--- src/rtl/ctrl_word_sequencer_pkg.sv ---
// Shared types and defaults for the control-word sequencer
// and the LU datapath top.
package ctrl_word_sequencer_pkg;

  localparam int CTRL_WIDTH_DEF      = 72;
  localparam int IMEM_ADDR_WIDTH_DEF = 12;
  localparam int CTRL_COMPLETE_BIT   = 0;

  localparam logic [CTRL_WIDTH_DEF-1:0] IDLE_WORD_DEF = '0;

  typedef enum logic [1:0] {
    S_IDLE,
    S_FETCH,
    S_RUN,
    S_FINISH
  } seq_state_e;

endpackage

--- src/rtl/ctrl_word_sequencer_skid.sv ---
// One-entry holding register for the word that is in flight
// from the instruction SRAM when issue stalls.
module ctrl_skid_reg
  import ctrl_word_sequencer_pkg::*;
#(
  parameter int W = CTRL_WIDTH_DEF
) (
  input  logic         clk,
  input  logic         rst,
  input  logic         i_load,
  input  logic         i_consume,
  input  logic         i_clear,
  input  logic [W-1:0] i_data,
  output logic         o_valid,
  output logic [W-1:0] o_data
);

  logic         r_valid;
  logic [W-1:0] r_data;

  always_ff @(posedge clk) begin
    if (rst || i_clear) begin
      r_valid <= 1'b0;
    end else if (i_load) begin
      r_valid <= 1'b1;
    end else if (i_consume) begin
      r_valid <= 1'b0;
    end
  end

  always_ff @(posedge clk) begin
    if (rst) begin
      r_data <= '0;
    end else if (i_load) begin
      r_data <= i_data;
    end
  end

  assign o_valid = r_valid;
  assign o_data  = r_data;

endmodule

--- src/rtl/ctrl_word_sequencer.sv ---
// Streams pre-scheduled control words from the instruction
// SRAM onto the LU datapath CTRL_Signal input.
module ctrl_word_sequencer
  import ctrl_word_sequencer_pkg::*;
#(
  parameter int CTRL_WIDTH      = CTRL_WIDTH_DEF,
  parameter int IMEM_ADDR_WIDTH = IMEM_ADDR_WIDTH_DEF,
  parameter logic [CTRL_WIDTH-1:0] IDLE_WORD =
    CTRL_WIDTH'(IDLE_WORD_DEF)
) (
  input  logic                       CLK_100,
  input  logic                       RST,
  input  logic                       start,
  input  logic                       pause,
  input  logic [IMEM_ADDR_WIDTH-1:0] prog_base,
  input  logic [IMEM_ADDR_WIDTH:0]   prog_len,
  output logic [IMEM_ADDR_WIDTH-1:0] imem_addr,
  output logic                       imem_en,
  input  logic [CTRL_WIDTH-1:0]      imem_dout,
  output logic [CTRL_WIDTH-1:0]      CTRL_Signal,
  output logic                       ctrl_valid,
  output logic                       busy,
  output logic                       done,
  output logic                       err_overrun,
  output logic [IMEM_ADDR_WIDTH:0]   issued_count
);

  localparam int AW = IMEM_ADDR_WIDTH;
  localparam logic [AW-1:0] PC_ONE  = {{(AW-1){1'b0}}, 1'b1};
  localparam logic [AW:0]   CNT_ONE = {{AW{1'b0}}, 1'b1};

  seq_state_e r_state;
  seq_state_e w_state_nxt;

  logic [AW-1:0]         r_pc;
  logic [AW:0]           r_len;
  logic [AW:0]           r_fcnt;
  logic [AW:0]           r_icnt;
  logic [CTRL_WIDTH-1:0] r_ctrl;
  logic                  r_vld;
  logic                  r_inf;
  logic                  r_busy;
  logic                  r_done;
  logic                  r_err;

  logic                  w_run;
  logic                  w_issue;
  logic                  w_cmpl;
  logic                  w_last;
  logic                  w_term;
  logic                  w_fetch;
  logic                  w_skid_vld;
  logic [CTRL_WIDTH-1:0] w_skid_data;

  assign w_run   = (r_state == S_FETCH) || (r_state == S_RUN);
  assign w_issue = w_run && r_vld && !pause;
  assign w_cmpl  = w_issue && r_ctrl[CTRL_COMPLETE_BIT];
  assign w_last  = w_issue && ((r_icnt + CNT_ONE) == r_len);
  assign w_term  = w_cmpl || w_last;
  // Terminating word cancels the fetch issued alongside it
  assign w_fetch = w_run && !pause && (r_fcnt != r_len) && !w_term;

  ctrl_skid_reg #(
    .W (CTRL_WIDTH)
  ) u_skid (
    .clk       (CLK_100),
    .rst       (RST),
    .i_load    (w_run && pause && r_inf),
    .i_consume (w_run && !pause && w_skid_vld),
    .i_clear   (w_term),
    .i_data    (imem_dout),
    .o_valid   (w_skid_vld),
    .o_data    (w_skid_data)
  );

  always_ff @(posedge CLK_100) begin
    if (RST) begin
      r_state <= S_IDLE;
    end else begin
      r_state <= w_state_nxt;
    end
  end

  always_comb begin
    w_state_nxt = r_state;
    unique case (r_state)
      S_IDLE: begin
        if (start) begin
          w_state_nxt = (prog_len == '0) ? S_FINISH : S_FETCH;
        end
      end
      S_FETCH: begin
        if (w_term) begin
          w_state_nxt = S_FINISH;
        end else if (w_fetch) begin
          w_state_nxt = S_RUN;
        end
      end
      S_RUN: begin
        if (w_term) begin
          w_state_nxt = S_FINISH;
        end
      end
      S_FINISH: begin
        w_state_nxt = S_IDLE;
      end
      default: begin
        w_state_nxt = S_IDLE;
      end
    endcase
  end

  always_ff @(posedge CLK_100) begin
    if (RST) begin
      r_pc   <= '0;
      r_len  <= '0;
      r_fcnt <= '0;
      r_icnt <= '0;
      r_ctrl <= IDLE_WORD;
      r_vld  <= 1'b0;
      r_inf  <= 1'b0;
      r_busy <= 1'b0;
      r_done <= 1'b0;
      r_err  <= 1'b0;
    end else begin
      r_done <= (r_state == S_FINISH);
      r_inf  <= w_fetch;
      if (r_state == S_FINISH) begin
        r_busy <= 1'b0;
      end
      if (r_state == S_IDLE && start) begin
        r_pc   <= prog_base;
        r_len  <= prog_len;
        r_fcnt <= '0;
        r_icnt <= '0;
        r_vld  <= 1'b0;
        r_busy <= 1'b1;
        r_err  <= (prog_len == '0);
      end
      if (w_fetch) begin
        r_pc   <= r_pc + PC_ONE;
        r_fcnt <= r_fcnt + CNT_ONE;
      end
      if (w_issue) begin
        r_icnt <= r_icnt + CNT_ONE;
      end
      if (w_last && !w_cmpl) begin
        r_err <= 1'b1;
      end
      // Skid word predates the SRAM output, so it goes first
      if (w_term) begin
        r_vld <= 1'b0;
      end else if (w_run && !pause) begin
        if (w_skid_vld) begin
          r_ctrl <= w_skid_data;
          r_vld  <= 1'b1;
        end else if (r_inf) begin
          r_ctrl <= imem_dout;
          r_vld  <= 1'b1;
        end else begin
          r_vld  <= 1'b0;
        end
      end
    end
  end

  assign imem_addr    = r_pc;
  assign imem_en      = w_fetch;
  assign CTRL_Signal  = w_issue ? r_ctrl : IDLE_WORD;
  assign ctrl_valid   = w_issue;
  assign busy         = r_busy;
  assign done         = r_done;
  assign err_overrun  = r_err;
  assign issued_count = r_icnt;

endmodule

--- config.mk ---
export PLATFORM = sky130hd
export DESIGN_NAME = ctrl_word_sequencer
export DESIGN_NICKNAME = d
export VERILOG_FILES = /design/src/rtl/ctrl_word_sequencer_pkg.sv /design/src/rtl/ctrl_word_sequencer_skid.sv /design/src/rtl/ctrl_word_sequencer.sv
export SDC_FILE = /design/constraint.sdc
export NUM_CORES = 1
export LEC_CHECK = 0
export BUFFER_PORTS_ARGS = -buffer_cell sky130_fd_sc_hd__buf_2
export CAP_MARGIN = 15
export CORE_UTILIZATION = 44
export DETAILED_ROUTE_END_ITERATION = 10
export PLACE_DENSITY_LB_ADDON = 0.2
export SLEW_MARGIN = 20
export SYNTH_ARGS = -nofsm -noshare
export SYNTH_HDL_FRONTEND = slang
export SYNTH_SLANG_ARGS = --single-unit
export TNS_END_PERCENT = 50
--- constraint.sdc ---
create_clock -name CLK_100 -period 3.3 [get_ports CLK_100]
set_clock_uncertainty 0.15 [all_clocks]
set_input_delay 0.66 -clock CLK_100 [delete_from_list [all_inputs] [get_ports CLK_100]]
set_output_delay 0.66 -clock CLK_100 [all_outputs]
set_load 0.01 [all_outputs]
**Word-level counts from Yosys, hierarchy flattened**

Index checks and enable logic that the tools add are counted.
W data, S select, Z words.

- Equality and inequality tests: 8
- Reductions and logical operators: 30
- Muxes and demuxes: 24
- Add/sub/neg operators: 3
- Bitwise operators: 1

Operator list:

| kind | number |
|---|---|
| $mux W72 | 3 |
| $mux W13 | 3 |
| $add A13 B1 Y13 const B | 2 |
| $mux W12 | 2 |
| $reduce_bool A2 Y1 | 7 |
| $eq A13 B13 Y1 | 1 |
| $logic_not A13 Y1 | 1 |
| $ne A13 B13 Y1 | 1 |
| $add A12 B1 Y12 const B | 1 |
| $logic_and A1 B1 Y1 | 12 |
| $mux W1 | 10 |
| $mux W2 | 5 |
| $pmux W2 S4 | 1 |
| $reduce_and A3 Y1 | 2 |
| $eq A2 B2 Y1 const B | 2 |
| $logic_not A1 Y1 | 3 |
| $logic_or A1 B1 Y1 | 3 |
| $ne A3 B2 Y1 const B | 1 |
| $eq A2 B1 Y1 const B | 1 |
| $logic_not A2 Y1 | 1 |
| $ne A2 B1 Y1 const B | 1 |
| $ne A2 B2 Y1 const B | 1 |
| $reduce_or A2 Y1 | 1 |
| $not A1 Y1 | 1 |

- Input port bits: 101
- Register bits: 203

**Depth between registers and ports, before layout**

Gate-level depths: netlist of the first run.

- Depth in word-level cells: 11
- Gate-level depth with buffers: 12
- Depth with buffers taken out: 10

**Modules after synthesis**

From an unflattened synthesis of the first run, not the netlist that was laid out.

- Cell total of the unflattened synthesis: 1066
- Area, all modules: 9927.0 um^2

By module, submodules not included:

| module | area each (um^2) | sequential area each (um^2) | times used | cells each |
|---|---|---|---|---|
| ctrl_word_sequencer | 7264.5 | 2602.5 | 1 | 830 |
| ctrl_skid_reg | 2662.6 | 1461.4 | 1 | 236 |

**Least setup slack after synthesis of the first run**

No wires, ideal clock.

- Path type: reg2out
- Start point: register r_icnt[3], in the netlist issued_count[3]
- End point: output imem_en
- Required time: 2490 ps
- Arrival time: 2573 ps
- Path slack: -83 ps
- Buffers on the path: 4
- Cell stages (with the launch flop): 12
- Cells stage by stage: dfxtp_1 buf_6 and4_4 buf_6 and3_4 or3_1 a2111o_1 or3_1 buf_2 nand2_1 inv_1 clkbuf_1

- Longest elaborated chain between the ends: 6

Ends and longest elaborated chain:

| item | line | source |
|---|---|---|
| from (decl) | ctrl_word_sequencer.sv:38 | `logic [AW:0] r_icnt;` |
| from (signal assigned) | ctrl_word_sequencer.sv:145 | `r_icnt <= r_icnt + CNT_ONE;` |
| $add A13 B1 Y13 | ctrl_word_sequencer.sv:58 | `assign w_last = w_issue && ((r_icnt + CNT_ONE) == r_len);` |
| $eq A13 B13 Y1 | ctrl_word_sequencer.sv:58 |  |
| $logic_and A1 B1 Y1 | ctrl_word_sequencer.sv:58 |  |
| $logic_or A1 B1 Y1 | ctrl_word_sequencer.sv:59 | `assign w_term = w_cmpl \|\| w_last;` |
| $logic_not A1 Y1 | ctrl_word_sequencer.sv:61 | `assign w_fetch = w_run && !pause && (r_fcnt != r_len) && !w_term;` |
| $logic_and A1 B1 Y1 | ctrl_word_sequencer.sv:61 |  |
| to (decl) | ctrl_word_sequencer.sv:18 | `output logic imem_en,` |

Every way passes these cells.

**Worst setup path in the final report of the first run**

Ends and elaborated chain as after synthesis.

==> metrics, run 1 <==
Synth Warn # 0; Top FF cell, synth dfxtp_1; crit path to imem_en; Gate power share around 23%; dpl ws ~0.0037 ns; Max rail drop VDD about 600 uV; CTS H-tree lvls 1; RSZ-0062 raised after global routing true; worst setup path start issued_count[3]$_SDFFE_PP0P_; most common cell in the netlist nand2_1; clk sinks just over 200; Routed Antenna Nets 0; count of distinct cell types in the synthesized netlist 53; Setup CP Type reg2out; Reg2Reg Depth 10; initial cell density of the core a little under half; Final Non-Filler Cells roughly 1700; Max Fanout on Critical Path 6; Syn Inst Count between 1000 and 1500; Startpoint Class register; internal power just under 5 mW; WP data arrival around 2.7 ns; total routed wirelength roughly 31 mm; register area share after synthesis about 39%; critical path endpoint category output port; r2r setup slk roughly 0.05 ns; slew margin rel. 36.1%; First-pass DRT Iterations 5; final hold slack roughly 0.24 ns; ys async rst share 0%; setup ws final -0.212 ns; CTS tree built; final total power a little over 7 mW; Max Cap Viol 0; first-pass GRT wire length 48.6 mm; Final Cell Area around 13000 um^2; Yosys reg bits 203; area fraction of the dominant cell type after synthesis around two fifths; Fmax 285 MHz; final setup violation count 1; drt drc 0; Clock power frac 37.7%; Sw Ratio between 30 and 40%; top cells by area, synth dfxtp_1 (39%), a211oi_2 (8.6%), nand2_1 (7.5%); Sequential Power Share 39.4%; area leader, netlist dfxtp_1; largest net degree at the start of global routing 73; initial antenna violation count 0; latest clock arrival within the worst-skew pair between 0.5 and 0.6 ns; R2R Path End r_ctrl[4]$_SDFFE_PP0P_; fill count approximately 2100; Die Area between 20000 and 25000 um^2; Placer Congestion roughly 0.84; Clk pin slew, worst setup/hold paths approximately 0.060 ns; area grow syn2layout 23.5%; period utilization 106%; area post-placement between 10000 and 15000 um^2; DR WL/cell 18.0 um; Nets about 1500; CP required ~2.5 ns; root buf cell clkbuf_16; post-layout util a little under three fifths; row count 55; violated checks negative setup slack; Leakage about 5 nW; Total GRT Usage between 20% and 30%; grt ovf 0; vias per inst roughly 5.7; I/O pin count just over 200; share of cells above drive strength 1 29.2%; DP Cell Count around 1700; EDFF count, synth 0; Syn Std Cell Area 10400 um^2; CTS Hold Bufs 0; Die Y between 150 and 200 um; commonest cells in the netlist nand2_1 (206), dfxtp_1 (203), a21oi_1 (106), clkbuf_1 (91), and3_1 (89); Core ar. 22800 um^2; final hold violations 0; Num CTS Buffers 23; worst r2r src issued_count[3]$_SDFFE_PP0P_; Syn Nets roughly 1300; post-route minimum period around 3.5 ns; DP HPWL approximately 19 mm; Sum Neg Setup Slack -0.212 ns; final-report max-slew violation count 0; Worst Max-Slew Pin Slew ~0.96 ns; first-iteration detailed-routing DRC count 900; vias 9781; outcome finished with violations; Pwr Density between 500 and 600 nW/um^2; Mapped Avg Cell Area ~8.5 um^2; vias in the first global route slightly above 9000; die span in x approximately 160 um; Hold Path Class in2reg; Buffers on Ports 202; Longest Clk Path Bufs 3; ant diodes 0; Switch Pwr approximately 2.2 mW
final cells by class:
type	instances	area, um^2	area share [%]
repair buffers	266	1660	13.0
inverters	14	55.1	0.430
well taps	313	392	3.06
clock inverters	6	109	0.850
clock buffers	35	691	5.39
flip-flops and latches	203	4090	31.9
multi-input cells	881	5810	45.4
layout by cell type (no fill, tap or decap), types with 4 or more instances in the layout:
master | synthesis | layout
nand2_1 | 206 | 204
buf_2 | 11 | 200
dfxtp_1 | 203 | 192
a21oi_1 | 106 | 105
and3_1 | 89 | 87
a31oi_1 | 73 | 73
mux2i_1 | 73 | 73
a211oi_2 | 71 | 71
buf_4 | 0 | 54
nor2_1 | 34 | 33
nand3_1 | 31 | 29
clkbuf_16 | 0 | 26
o211ai_1 | 19 | 19
nor3_1 | 18 | 17
xor2_1 | 16 | 15
xnor2_1 | 14 | 14
nor4_1 | 15 | 13
o21ai_0 | 12 | 12
inv_1 | 14 | 11
o2111ai_1 | 11 | 11
nand4_1 | 10 | 10
nor2b_1 | 9 | 8
clkbuf_8 | 0 | 7
a211oi_1 | 6 | 6
nand2b_1 | 6 | 6
ha_1 | 8 | 6
dfxtp_2 | 0 | 6
o2bb2ai_1 | 5 | 5
o22ai_1 | 5 | 5
clkbuf_1 | 91 | 5
dfxtp_4 | 0 | 5
buf_12 | 0 | 5
or3_1 | 5 | 4
a311oi_1 | 4 | 4
worst min path at each step:
| stage | depth (start not counted) | startpoint | end |
|---|---|---|---|
| 2_1_floorplan | 2 | u_skid.o_data[0]$_SDFFE_PP0P_ | u_skid.o_data[0]$_SDFFE_PP0P_ |
| 3_3_place_gp | 2 | u_skid.o_data[3]$_SDFFE_PP0P_ | u_skid.o_data[3]$_SDFFE_PP0P_ |
| 3_5_place_dp | 2 | u_skid.o_data[30]$_SDFFE_PP0P_ | u_skid.o_data[30]$_SDFFE_PP0P_ |
| 4_1_cts | 3 | prog_len[1] | r_len[1]$_SDFFE_PP0P_ |
| 5_1_grt | 3 | imem_dout[63] | u_skid.o_data[63]$_SDFFE_PP0P_ |
| 6_report | 3 | prog_len[1] | r_len[1]$_SDFFE_PP0P_ |
power by group through the flow:
stage	sequential (mW)	clock [mW]	combinational, mW
after CTS	2.80	2.74	1.60
after floorplan	2.82	0	1.00
after detailed placement	2.85	0	1.55
final	2.80	2.68	1.63
after global routing	2.83	2.84	1.78
after global placement	2.85	0	1.54
cell families after synthesis:
| group | synth area share [%] |
|---|---|
| muxes | 7.05 |
| DFF | 39.2 |
| AOI/OAI and AO/OA | 24.0 |
| xor gates and xnor gates | 2.53 |
| and+or+nand+nor | 20.5 |
| buffers and inverters | 5.75 |
| adders and majority gates | 0.966 |
flip-flops by register name, summed over array words and instances (netlist names):
register / count
busy: 1
done: 1
err_overrun: 1
imem_addr: 12
issued_count: 13
r_ctrl: 72
r_fcnt: 13
r_inf: 1
r_len: 13
r_state: 2
r_vld: 1
u_skid.o_data: 72
u_skid.o_valid: 1
routing by layer:
layer	GRT usage [%]	routed length, um
met1	34.9	14400
met2	39.4	14200
met3	2.73	1770
met4	6.68	635
met5	0	0
critical path, stage by stage (launching register included):
cell	delay (ns)
dfxtp_4	0.36
and4_4	0.21
and3_4	0.15
or3_1	0.37
a2111o_1	0.46
or3_4	0.42
nand2_4	0.09
inv_4	0.03
buf_6	0.11
what timing repair did:
action,CTS,global route
cloned,0,3
pin swaps,11,9
gates resized for setup,22,9
setup buffers,5,6
setup endpoints to repair,1,44
No activity file was read; power rests on OpenSTA's default activity.
==> run 2: changes to the inputs <==
--- a/config.mk
+++ b/config.mk
@@ -8,8 +8,10 @@
 export BUFFER_PORTS_ARGS = -buffer_cell sky130_fd_sc_hd__buf_2
 export CAP_MARGIN = 15
 export CORE_UTILIZATION = 44
+export CTS_CLUSTER_SIZE = 8
 export DETAILED_ROUTE_END_ITERATION = 10
 export PLACE_DENSITY_LB_ADDON = 0.2
+export SETUP_SLACK_MARGIN = 0.1
 export SLEW_MARGIN = 20
 export SYNTH_ARGS = -nofsm -noshare
 export SYNTH_HDL_FRONTEND = slang
==> run 2 against run 1 <==
The flow still finishes with violations (negative setup slack). Sequential power barely moved. Worst setup slack improved by 0.060 ns. Hold slack got worse by 0.034 ns. Global-route usage fell by 0.23 points. Via count rose by 0.83%. Final area fell by 0.58%. Critical path depth rose by 1. Clock-buffer cell count fell by 4. Largest cell class unchanged. Highest routed layer unchanged.
==> metrics, run 2 (synthesis gave the netlist of run 1 again) <==
final hold violations 0 (unchanged); slew margin rel. 43.4% (was 36.1%); initial antenna violation count 3 (was 0); vias in the first global route 9095 (was 9184); met1 usage 33.5% (was 34.9%); commonest non-fill, non-tap cell in the layout nand2_1 (unchanged); final setup violation count 1 (unchanged); setup ws final -0.152 ns (was -0.212 ns); Fmax 290 MHz (was 285 MHz); Die Y 155 um (unchanged); CTS tree built (unchanged); Leakage 4.97 nW (was 5.01 nW); total routed wirelength 30.4 mm (was 31.0 mm); met2 usage 39.3% (was 39.4%); final-report max-slew violation count 0 (unchanged); met3 Usage GRT 3.43% (was 2.73%); CP cell instances ha_4 -> and3_1 -> a31oi_1 -> o2bb2ai_1 -> a2111o_1 -> or3_4 -> nand2_4 -> inv_2 -> buf_6 (was and4_4 -> and3_4 -> or3_1 -> a2111o_1 -> or3_4 -> nand2_4 -> inv_4 -> buf_6); final total power 7.14 mW (was 7.11 mW); vias 9862 (was 9781); Max Fanout on Critical Path 5 (was 6); first-iteration detailed-routing DRC count 688 (was 900); Max Cap Viol 0 (unchanged); Longest Clk Path Bufs 3 (unchanged); root buf cell clkbuf_16 (unchanged); grt ovf 0 (unchanged); CP delay by family, top simple AND/OR/NAND/NOR gates (unchanged); RSZ-0062 raised after global routing true (unchanged); outcome finished with violations (unchanged); Clk pin slew, worst setup/hold paths 0.05 ns (was 0.06 ns); fill count 2090 (was 2130); First-pass DRT Iterations 5 (unchanged); Critical-path top delay cell or3_4 (was a2111o_1); Max rail drop VDD 471 uV (was 599 uV); Total GRT Usage 24.4% (was 24.6%); Top Usage Layer GRT met2 (unchanged); Buf/Inv on CP 2 (unchanged); area grow syn2layout 22.8% (was 23.5%); Buffers on Ports 202 (unchanged); Num CTS Buffers 29 (was 23); clk sinks 203 (unchanged); largest net degree at the start of global routing 76 (was 73); most frequent cells in the layout nand2_1 (204), buf_2 (200), dfxtp_1 (193), a21oi_1 (105), and3_1 (87) (was nand2_1 (204), buf_2 (200), dfxtp_1 (192), a21oi_1 (105), and3_1 (87)); period utilization 105% (was 106%); Die Area 24200 um^2 (unchanged); CP peak stage delay 0.43 ns (was 0.46 ns); Hold Path Class in2reg (unchanged); latest clock arrival within the worst-skew pair 0.54 ns (was 0.51 ns); Pwr Density 561 nW/um^2 (was 555 nW/um^2); Routed Antenna Nets 0 (unchanged); Placer Congestion 0.841 (was 0.836); dpl ws 0.0834 ns (was 0.00369 ns); die span in x 155 um (unchanged); CP required 2.49 ns (about the same); violated checks negative setup slack (unchanged); critical path endpoint category output port (unchanged); first-pass GRT wire length 47.9 mm (was 48.6 mm); DP HPWL 18.9 mm (about the same); I/O pin count 203 (unchanged); row count 55 (unchanged); Nets 1501 (was 1498); Worst Max-Slew Pin Slew 0.849 ns (was 0.958 ns); Setup CP Type reg2out (unchanged); initial cell density of the core 45.4% (unchanged); post-route minimum period 3.45 ns (was 3.51 ns); Core ar. 22800 um^2 (unchanged); CTS H-tree lvls 1 (unchanged); DR WL/cell 17.8 um (was 18.0 um); vias per inst 5.76 (was 5.69); share of cells above drive strength 1 28.7% (was 29.2%); drt drc 0 (unchanged); Startpoint Class register (unchanged); WP data arrival 2.64 ns (was 2.70 ns)
-- run 2: layer usage --
| metal | wire [um] | vias up |
|---|---|---|
| met2 | 13800 | 371 |
| met3 | 1860 | 59 |
| met5 | 0 | - |
| met1 | 14000 | 4648 |
| met4 | 750 | 0 |
| li1 | - | 4784 |
-- run 2: layout make-up --
type                       count  area [um^2]  area share, %
antenna                        4         10.0         0.0786
clock buffer                  31          733           5.76
clock inverter                 2         50.0          0.393
inverter                      14         52.6          0.413
multi-input combinational    881         5820           45.7
sequential                   203         4090           32.1
tap                          313          392           3.08
timing repair buffer         263         1590           12.5
-- run 2: repair_timing --
| action | 4_1_cts | 5_1_grt |
|---|---|---|
| cloned | 0 | 1 |
| resized for setup | 18 | 3 |
| hold buffers | 0 | 0 |
| setup buffers | 12 | 2 |
| endpoints found under the setup margin | 66 | 68 |
| pin swaps | 6 | 0 |
-- run 2: power breakdown --
group,switching (mW),internal [mW]
Sequential,0.170,2.64
Combinational,0.988,0.680
Clock,1.04,1.62
Total,2.20,4.94
-- run 2: worst min-delay path: stages --
cell and delay, ns:
buf_2 0.10, nand2_1 0.05, a21oi_1 0.05
-- run 2: through the flow --
stage | hold slack (ns) | std cells | util (%) | instance area, um^2 | TNS [ns]
detailed placement | 0.296 | 1659 | 51.3 | 11700 | 0
floorplan | 0.286 | 1217 | - | 10400 | 0
finish | 0.209 | 1711 | 55.7 | 12700 | -0.152
global placement | 0.291 | 1659 | 51.3 | 11700 | 0
CTS | 0.192 | 1704 | 55.4 | 12700 | -0.143
global route | 0.193 | 1710 | 55.7 | 12700 | -0.246
-- run 2: path summary, 6_finish.rpt --
| kind | startpoint | end | slack [ns] | cells past startpoint |
|---|---|---|---|---|
| hold reg to reg | u_skid.o_data[34]$_SDFFE_PP0P_ | u_skid.o_data[34]$_SDFFE_PP0P_ | 0.30 | 2 |
| setup reg to reg | issued_count[0]$_SDFFE_PP0P_ | r_fcnt[7]$_SDFFE_PP0P_ | 0.22 | 10 |
| setup / recovery | issued_count[0]$_SDFFE_PP0P_ | imem_en | -0.15 | 9 |
| hold / removal | imem_dout[18] | u_skid.o_data[18]$_SDFFE_PP0P_ | 0.21 | 3 |
